===== src/rtl/uart_baud_gen_frac_if.sv =====
// Control/status bundle for the fractional baud generator.
//   en          : generator enable
//   sync        : one-cycle pulse restarting the tick phase
//   div_in      : new divisor, integer:fraction fixed point
//   div_load    : strobe capturing div_in into the shadow register
//   os_tick     : one-cycle oversample tick
//   bit_tick    : one-cycle tick on the last oversample of a bit
//   mid_tick    : one-cycle tick at the mid-bit sample point
//   cfg_pending : shadow divisor waiting to be applied
//   div_active  : divisor currently in use
// master drives the controls (UART/host side), slave is the generator.
interface uart_baud_gen_frac_if #(
  parameter int unsigned DIV_WIDTH = 16,
  parameter int unsigned FRAC_BITS = 4
);
  logic                           en;
  logic                           sync;
  logic [DIV_WIDTH+FRAC_BITS-1:0] div_in;
  logic                           div_load;
  logic                           os_tick;
  logic                           bit_tick;
  logic                           mid_tick;
  logic                           cfg_pending;
  logic [DIV_WIDTH+FRAC_BITS-1:0] div_active;

  modport master (
    output en, sync, div_in, div_load,
    input  os_tick, bit_tick, mid_tick, cfg_pending, div_active
  );

  modport slave (
    input  en, sync, div_in, div_load,
    output os_tick, bit_tick, mid_tick, cfg_pending, div_active
  );
endinterface


===== src/rtl/uart_baud_gen_frac.sv =====
// Programmable fractional baud-rate generator.
// Produces an oversample tick, a bit tick and a mid-bit tick from a
// fixed-point divisor (integer:fraction). The fraction is realised by
// stretching an interval by one cycle whenever the fraction accumulator
// carries. A reloaded divisor waits in a shadow register and is applied
// on a bit boundary, while disabled, or on sync.
// Ports:
//   clk   : system clock, rising edge
//   reset : synchronous, active-high
//   bus   : uart_baud_gen_frac_if slave modport (controls in, ticks out)
module uart_baud_gen_frac #(
  parameter int unsigned CLK_FREQ     = 50_000_000,
  parameter int unsigned DEFAULT_BAUD = 9600,
  parameter int unsigned OVERSAMPLE   = 16,
  parameter int unsigned DIV_WIDTH    = 16,
  parameter int unsigned FRAC_BITS    = 4,
  parameter logic [DIV_WIDTH+FRAC_BITS-1:0] DEFAULT_DIV =
    (DIV_WIDTH+FRAC_BITS)'(
      (64'(CLK_FREQ) * (64'd1 << FRAC_BITS) * 64'd2
       + 64'(DEFAULT_BAUD) * 64'(OVERSAMPLE))
      / (64'(DEFAULT_BAUD) * 64'(OVERSAMPLE) * 64'd2))
) (
  input logic                 clk,
  input logic                 reset,
  uart_baud_gen_frac_if.slave bus
);

  localparam int unsigned TW  = DIV_WIDTH + FRAC_BITS;
  localparam int unsigned CW  = DIV_WIDTH + 1;
  localparam int unsigned OSW = (OVERSAMPLE > 1) ? $clog2(OVERSAMPLE) : 1;

  logic [TW-1:0]        div_active_q;
  logic [TW-1:0]        shadow_q;
  logic                 pending_q;
  logic [DIV_WIDTH-1:0] cnt_q;
  logic [OSW-1:0]       os_cnt_q;
  logic [FRAC_BITS-1:0] acc_q;
  logic                 os_q;
  logic                 bit_q;
  logic                 mid_q;

  logic [DIV_WIDTH-1:0] int_part;
  logic [DIV_WIDTH-1:0] int_eff;
  logic [FRAC_BITS-1:0] frac;
  logic [FRAC_BITS:0]   sum;
  logic [CW-1:0]        last_cnt;
  logic                 run;
  logic                 wrap;
  logic                 bit_wrap;
  logic                 mid_wrap;
  logic                 apply;

  always_comb begin
    int_part = div_active_q[TW-1:FRAC_BITS];
    frac     = div_active_q[FRAC_BITS-1:0];
    int_eff  = (int_part == '0) ? DIV_WIDTH'(1) : int_part;
    sum      = {1'b0, acc_q} + {1'b0, frac};
    // Interval length is I plus the accumulator carry; compare against P-1.
    last_cnt = {1'b0, int_eff} + CW'(sum[FRAC_BITS]) - CW'(1);
    run      = bus.en & ~bus.sync;
    wrap     = run & ({1'b0, cnt_q} == last_cnt);
    bit_wrap = wrap & (os_cnt_q == OSW'(OVERSAMPLE - 1));
    mid_wrap = wrap & (os_cnt_q == OSW'(OVERSAMPLE / 2 - 1));
    apply    = ~bus.en | bus.sync | bit_wrap;
  end

  always_ff @(posedge clk) begin
    if (reset) begin
      div_active_q <= DEFAULT_DIV;
      shadow_q     <= '0;
      pending_q    <= 1'b0;
      cnt_q        <= '0;
      os_cnt_q     <= '0;
      acc_q        <= '0;
      os_q         <= 1'b0;
      bit_q        <= 1'b0;
      mid_q        <= 1'b0;
    end else begin
      os_q  <= wrap;
      bit_q <= bit_wrap;
      mid_q <= mid_wrap;

      if (!run) begin
        cnt_q    <= '0;
        os_cnt_q <= '0;
        acc_q    <= '0;
      end else if (wrap) begin
        cnt_q    <= '0;
        os_cnt_q <= bit_wrap ? '0 : os_cnt_q + OSW'(1);
        acc_q    <= sum[FRAC_BITS-1:0];
      end else begin
        cnt_q <= cnt_q + DIV_WIDTH'(1);
      end

      // A load coinciding with an apply bypasses the shadow; the accumulator
      // restarts so the new fraction pattern begins from a clean phase.
      if (apply && bus.div_load) begin
        div_active_q <= bus.div_in;
        pending_q    <= 1'b0;
        acc_q        <= '0;
      end else if (apply && pending_q) begin
        div_active_q <= shadow_q;
        pending_q    <= 1'b0;
        acc_q        <= '0;
      end else if (bus.div_load) begin
        shadow_q  <= bus.div_in;
        pending_q <= 1'b1;
      end
    end
  end

  assign bus.os_tick     = os_q;
  assign bus.bit_tick    = bit_q;
  assign bus.mid_tick    = mid_q;
  assign bus.cfg_pending = pending_q;
  assign bus.div_active  = div_active_q;

endmodule


===== src/flat_wrapper.sv =====
// flat-port wrapper written by rule: the top's interface ports become plain ports
module uart_baud_gen_frac_flat 
#(
  parameter int unsigned CLK_FREQ     = 50_000_000,
  parameter int unsigned DEFAULT_BAUD = 9600,
  parameter int unsigned OVERSAMPLE   = 16,
  parameter int unsigned DIV_WIDTH    = 16,
  parameter int unsigned FRAC_BITS    = 4,
  parameter logic [DIV_WIDTH+FRAC_BITS-1:0] DEFAULT_DIV =
    (DIV_WIDTH+FRAC_BITS)'(
      (64'(CLK_FREQ) * (64'd1 << FRAC_BITS) * 64'd2
       + 64'(DEFAULT_BAUD) * 64'(OVERSAMPLE))
      / (64'(DEFAULT_BAUD) * 64'(OVERSAMPLE) * 64'd2))
)
  (clk, reset, bus_en, bus_sync, bus_div_in, bus_div_load, bus_os_tick, bus_bit_tick, bus_mid_tick, bus_cfg_pending, bus_div_active);
  uart_baud_gen_frac_if #(.DIV_WIDTH(DIV_WIDTH), .FRAC_BITS(FRAC_BITS)) bus_i ();
  input logic clk;
  input logic reset;
  input wire logic [$bits(bus_i.en)-1:0] bus_en;
  input wire logic [$bits(bus_i.sync)-1:0] bus_sync;
  input wire logic [$bits(bus_i.div_in)-1:0] bus_div_in;
  input wire logic [$bits(bus_i.div_load)-1:0] bus_div_load;
  output wire logic [$bits(bus_i.os_tick)-1:0] bus_os_tick;
  output wire logic [$bits(bus_i.bit_tick)-1:0] bus_bit_tick;
  output wire logic [$bits(bus_i.mid_tick)-1:0] bus_mid_tick;
  output wire logic [$bits(bus_i.cfg_pending)-1:0] bus_cfg_pending;
  output wire logic [$bits(bus_i.div_active)-1:0] bus_div_active;
  assign bus_i.en = bus_en;
  assign bus_i.sync = bus_sync;
  assign bus_i.div_in = bus_div_in;
  assign bus_i.div_load = bus_div_load;
  assign bus_os_tick = bus_i.os_tick;
  assign bus_bit_tick = bus_i.bit_tick;
  assign bus_mid_tick = bus_i.mid_tick;
  assign bus_cfg_pending = bus_i.cfg_pending;
  assign bus_div_active = bus_i.div_active;
  uart_baud_gen_frac #(.CLK_FREQ(CLK_FREQ), .DEFAULT_BAUD(DEFAULT_BAUD), .OVERSAMPLE(OVERSAMPLE), .DIV_WIDTH(DIV_WIDTH), .FRAC_BITS(FRAC_BITS), .DEFAULT_DIV(DEFAULT_DIV)) u_core (.clk(clk), .reset(reset), .bus(bus_i));
endmodule

===== config.mk =====
export PLATFORM = sky130hd
export DESIGN_NAME = uart_baud_gen_frac_flat
export DESIGN_NICKNAME = d
export VERILOG_FILES = /design/src/rtl/uart_baud_gen_frac_if.sv /design/src/rtl/uart_baud_gen_frac.sv /design/src/flat_wrapper.sv
export SDC_FILE = /design/constraint.sdc
export NUM_CORES = 1
export LEC_CHECK = 0
export CAP_MARGIN = 20
export CORE_MARGIN = 5
export CORE_UTILIZATION = 40
export DETAILED_ROUTE_END_ITERATION = 6
export GPL_TIMING_DRIVEN = 0
export HOLD_SLACK_MARGIN = 0.06
export SLEW_MARGIN = 20
export SYNTH_ARGS = -nofsm -noshare
export SYNTH_HDL_FRONTEND = slang
export SYNTH_SLANG_ARGS = --single-unit
export TNS_END_PERCENT = 50

===== constraint.sdc =====
create_clock -name clk -period 9.1 [get_ports clk]
set_input_delay 1.82 -clock clk [delete_from_list [all_inputs] [get_ports clk]]
set_output_delay 1.82 -clock clk [all_outputs]
set_load 0.05 [all_outputs]

==> out/qor.csv <==
stage;metric;value;unit
min_path;worst hold path depth;2;
logic_synthesis;Synth Warn #;0;
critical_path;Setup CP Type;in -> reg;
logic_synthesis;cell count after synthesis;433;
cells_and_area;Area Growth Syn to Fin;20.5;%
cells_and_area;layout cell share with drive strength beyond 1;10.9;%
floorplanning;core area;9680;µm²
route;via count;3179;
clocking;clock network latency to the later pin of the worst-skew pair;0.35;ns
power;pwr/cell area;145;nW/µm²
timing;Final Hold Viols;0;
critical_path;crit path launch;bus_en;
timing;unrepaired setup endpoints after global routing;false;
route;DR iter-0 viols;95;
floorplanning;Ports;49;
timing;Worst Hold Slack;0.475;ns
power;Pwr Total;0.686;mW
placed_design;DP Area;4580;µm²
timing;Setup TNS;0;ns
clocking;CTS Buffer Depth;2;
logic_synthesis;asr flop ratio synth;0;%
logic_synthesis;Syn Nets;467;
global_route;antenna violations before repair;0;
clocking;CTS root buf;clkbuf_8;
clocking;Post-CTS Resized;0;
logic_synthesis;Mapped Avg Cell Area;9.10;µm²
timing;Tightest Pin Transition;0.747;ns
logic_synthesis;Synth area leaders;dfxtp_1 35%, mux2i_1 12%, nand2b_1 6.8%;
logic_synthesis;area leader, netlist;dfxtp_1;
min_path;min-delay src;u_core.shadow_q[10];
timing;Max Clock Freq;251;MHz
logic_synthesis;post-synthesis sequential area ratio;34.6;%
logic_synthesis;Synth Area in Adders;3.05;%
timing;clk_skew;0.0142;ns
power;peak supply drop;0.0717;mV
cells_and_area;Final nets;525;
cells_and_area;Post-Layout Inst Area;4750;µm²
timing;crit share post-route;43.7;%
power;LEAKAGE;1.70;nW
critical_path;worst r2r path cells;17;
job;max-cap violations;0;
clocking;cts hold-fix bufs;0;
logic_synthesis;Synth Area in XOR/XNOR;7.56;%
global_route;global route overflow;0;
placed_design;RePlAce Congestion;0.849;
route;vias per cell;5.05;
logic_synthesis;ys flop type;dfxtp_1;
logic_synthesis;proportion of synthesized area in mux cells;11.9;%
clocking;TritonCTS Buffers;9;
min_path;Hold Path Class;reg -> reg;
critical_path;reg-to-reg setup timing slack;5.19;ns
logic_synthesis;Synth Area in Simple Gates;28.2;%
critical_path;critical path endpoint category;flop;
floorplanning;Rows;36;
logic_synthesis;Synth top area share;34.6;%
timing;fin. max-slew vios;0;
logic_synthesis;synthesized area;3940;µm²
route;1st-pass router iterations;4;
route;Antenna Violating Nets Remaining;0;
route;WL per Instance;15.1;µm
global_route;Total GRT Usage;17.1;%
critical_path;R2R Path End;u_core.cnt_q[12];
route;DRC errors left;0;
clocking;Post-CTS Setup Bufs;0;
clocking;H-tree levels;3;
critical_path;worst endpoint data arrival time;4.22;ns
logic_synthesis;largest family of logic cells by synthesized area;simple AND/OR/NAND/NOR gates;
floorplanning;initial core utilization;40.7;%
run_status;status;finished, final reports clean;
placed_design;port bufs;47;
critical_path;CP Max Fanout;10;
global_route;vias in the first global route;3210;
global_route;largest net degree at the start of global routing;12;
timing;Relative slew margins;50.2;%
floorplanning;DIE WIDTH;109;µm
placed_design;placed wire-length estimate;7220;µm
critical_path;type of origin of the critical path;input pin;
logic_synthesis;EDFF count, synth;0;
logic_synthesis;post-synth cell types;59;
logic_synthesis;Synth Area in Compound Gates;9.69;%
floorplanning;chip height;109;µm
route;total wire length;9520;µm
floorplanning;DIE AREA;11900;µm²
timing;min Tclk post-route;3.98;ns
clocking;TritonCTS clock tree;built;
logic_synthesis;Synth Register Bits;68;
timing;Final Setup Violations;0;
clocking;Worst-path clk slew;0.08;ns
clocking;CTS sink cnt;68;
min_path;hold path endpoint;u_core.shadow_q[10];
global_route;first-pass GRT wire length;15800;µm
critical_path;CP required;9.34;ns
cells_and_area;diode count;0;
critical_path;worst r2r src;u_core.bus.div_active[0];
layout make-up:
cell class	count	area, µm²
Buffer	31	155
Clock buffer	12	145
Clock inverter	4	25.0
Fill cell	962	4940
Inverter	11	41.3
Multi-Input combinational cell	323	2380
Sequential cell	68	1360
Tap cell	133	166
Timing Repair Buffer	47	470
synthesized netlist by cell type, drive strengths merged (2+ instances only):
cell,instances
a211oi,9
o21ba,2
dfxtp,68
buf,14
or2,2
nand4,3
mux2i,47
a2111oi,2
nand2b,43
nor2,47
nor2b,7
ha,8
a41oi,2
inv,11
a21oi,4
and3,4
nor3b,16
nor4,6
a21o,2
xnor2,17
xor2,17
a31oi,2
nand2,8
clkbuf,17
o21ai,15
a211o,2
nor3,22
and4,3
nor4bb,2
nand3,13
nor4b,2
cell usage in the layout (no fill, tap or decap), types with 9 or more instances in the layout:
cell,synthesis,routed
mux2i_1,47,47
inv_1,11,11
dfxtp_1,68,68
clkbuf_1,16,18
xnor2_1,17,17
nand2b_1,43,43
nor2_1,46,46
clkbuf_8,0,10
nand3_1,13,13
xor2_1,17,17
nor3_1,22,22
clkdlybuf4s50_1,0,47
buf_2,9,9
nor3b_2,15,15
o21ai_0,10,10
power by group:
| group | switching [mW] | internal (mW) | leakage (nW) | total (mW) |
|---|---|---|---|---|
| clock network | 0.120 | 0.106 | 0.0824 | 0.225 |
| registers | 0.0120 | 0.308 | 0.554 | 0.320 |
| logic | 0.0810 | 0.0596 | 1.06 | 0.141 |
worst max-delay path: stages:
cell,delay [ns]
clkdlybuf4s50_1,0.45
nor2b_1,0.32
o2111ai_1,0.19
nand4b_1,0.33
a211oi_2,0.42
or2_2,0.17
clkbuf_2,0.18
buf_2,0.25
nor2_1,0.07
stage by stage:
step	worst slack, ns	std cells	util (%)
global route	4.87	629	49.0
floorplan	5.32	433	-
finish	5.12	629	49.0
detailed placement	4.71	613	47.2
global placement	4.77	613	47.2
CTS	5.08	629	49.0
routing by layer:
layer  global-route usage, %  vias to the layer above  share of wire (%)
met5                       0                        -                  0
met4                    5.52                        0                1.3
met3                    3.73                       11                2.6
met2                    29.6                       41                 50
met1                    21.0                     1500                 46
li1                        -                     1627                  -
flip-flops by register name (all words and copies together) (netlist names), 4 cells and up:
| name | flops |
|---|---|
| u_core.bus.div_active | 20 |
| u_core.shadow_q | 20 |
| u_core.cnt_q | 16 |
| u_core.acc_q | 4 |
| u_core.os_cnt_q | 4 |
worst max path at each step:
stage / endpoint / slack [ns] / cells past startpoint
after global routing: u_core.cnt_q[12] / 4.87 / 17
after CTS: u_core.cnt_q[11] / 5.08 / 9
after floorplan: u_core.bus.div_active[16] / 5.32 / 16
final: u_core.cnt_q[12] / 5.12 / 9
after detailed placement: u_core.cnt_q[13] / 4.71 / 9
after global placement: u_core.cnt_q[12] / 4.77 / 9
cell families (layout without fill, tap and decap cells):
logic type | after synthesis | count (layout)
AND/OR/NAND/NOR | 182 | 182
flip-flops | 68 | 68
AO/OA/AOI/OAI | 51 | 51
multiplexers | 47 | 47
buffers and inverters | 42 | 105
XOR/XNOR | 34 | 34
adder cells (fa/ha/maj) | 9 | 9
(Power assumes the default switching activity.)
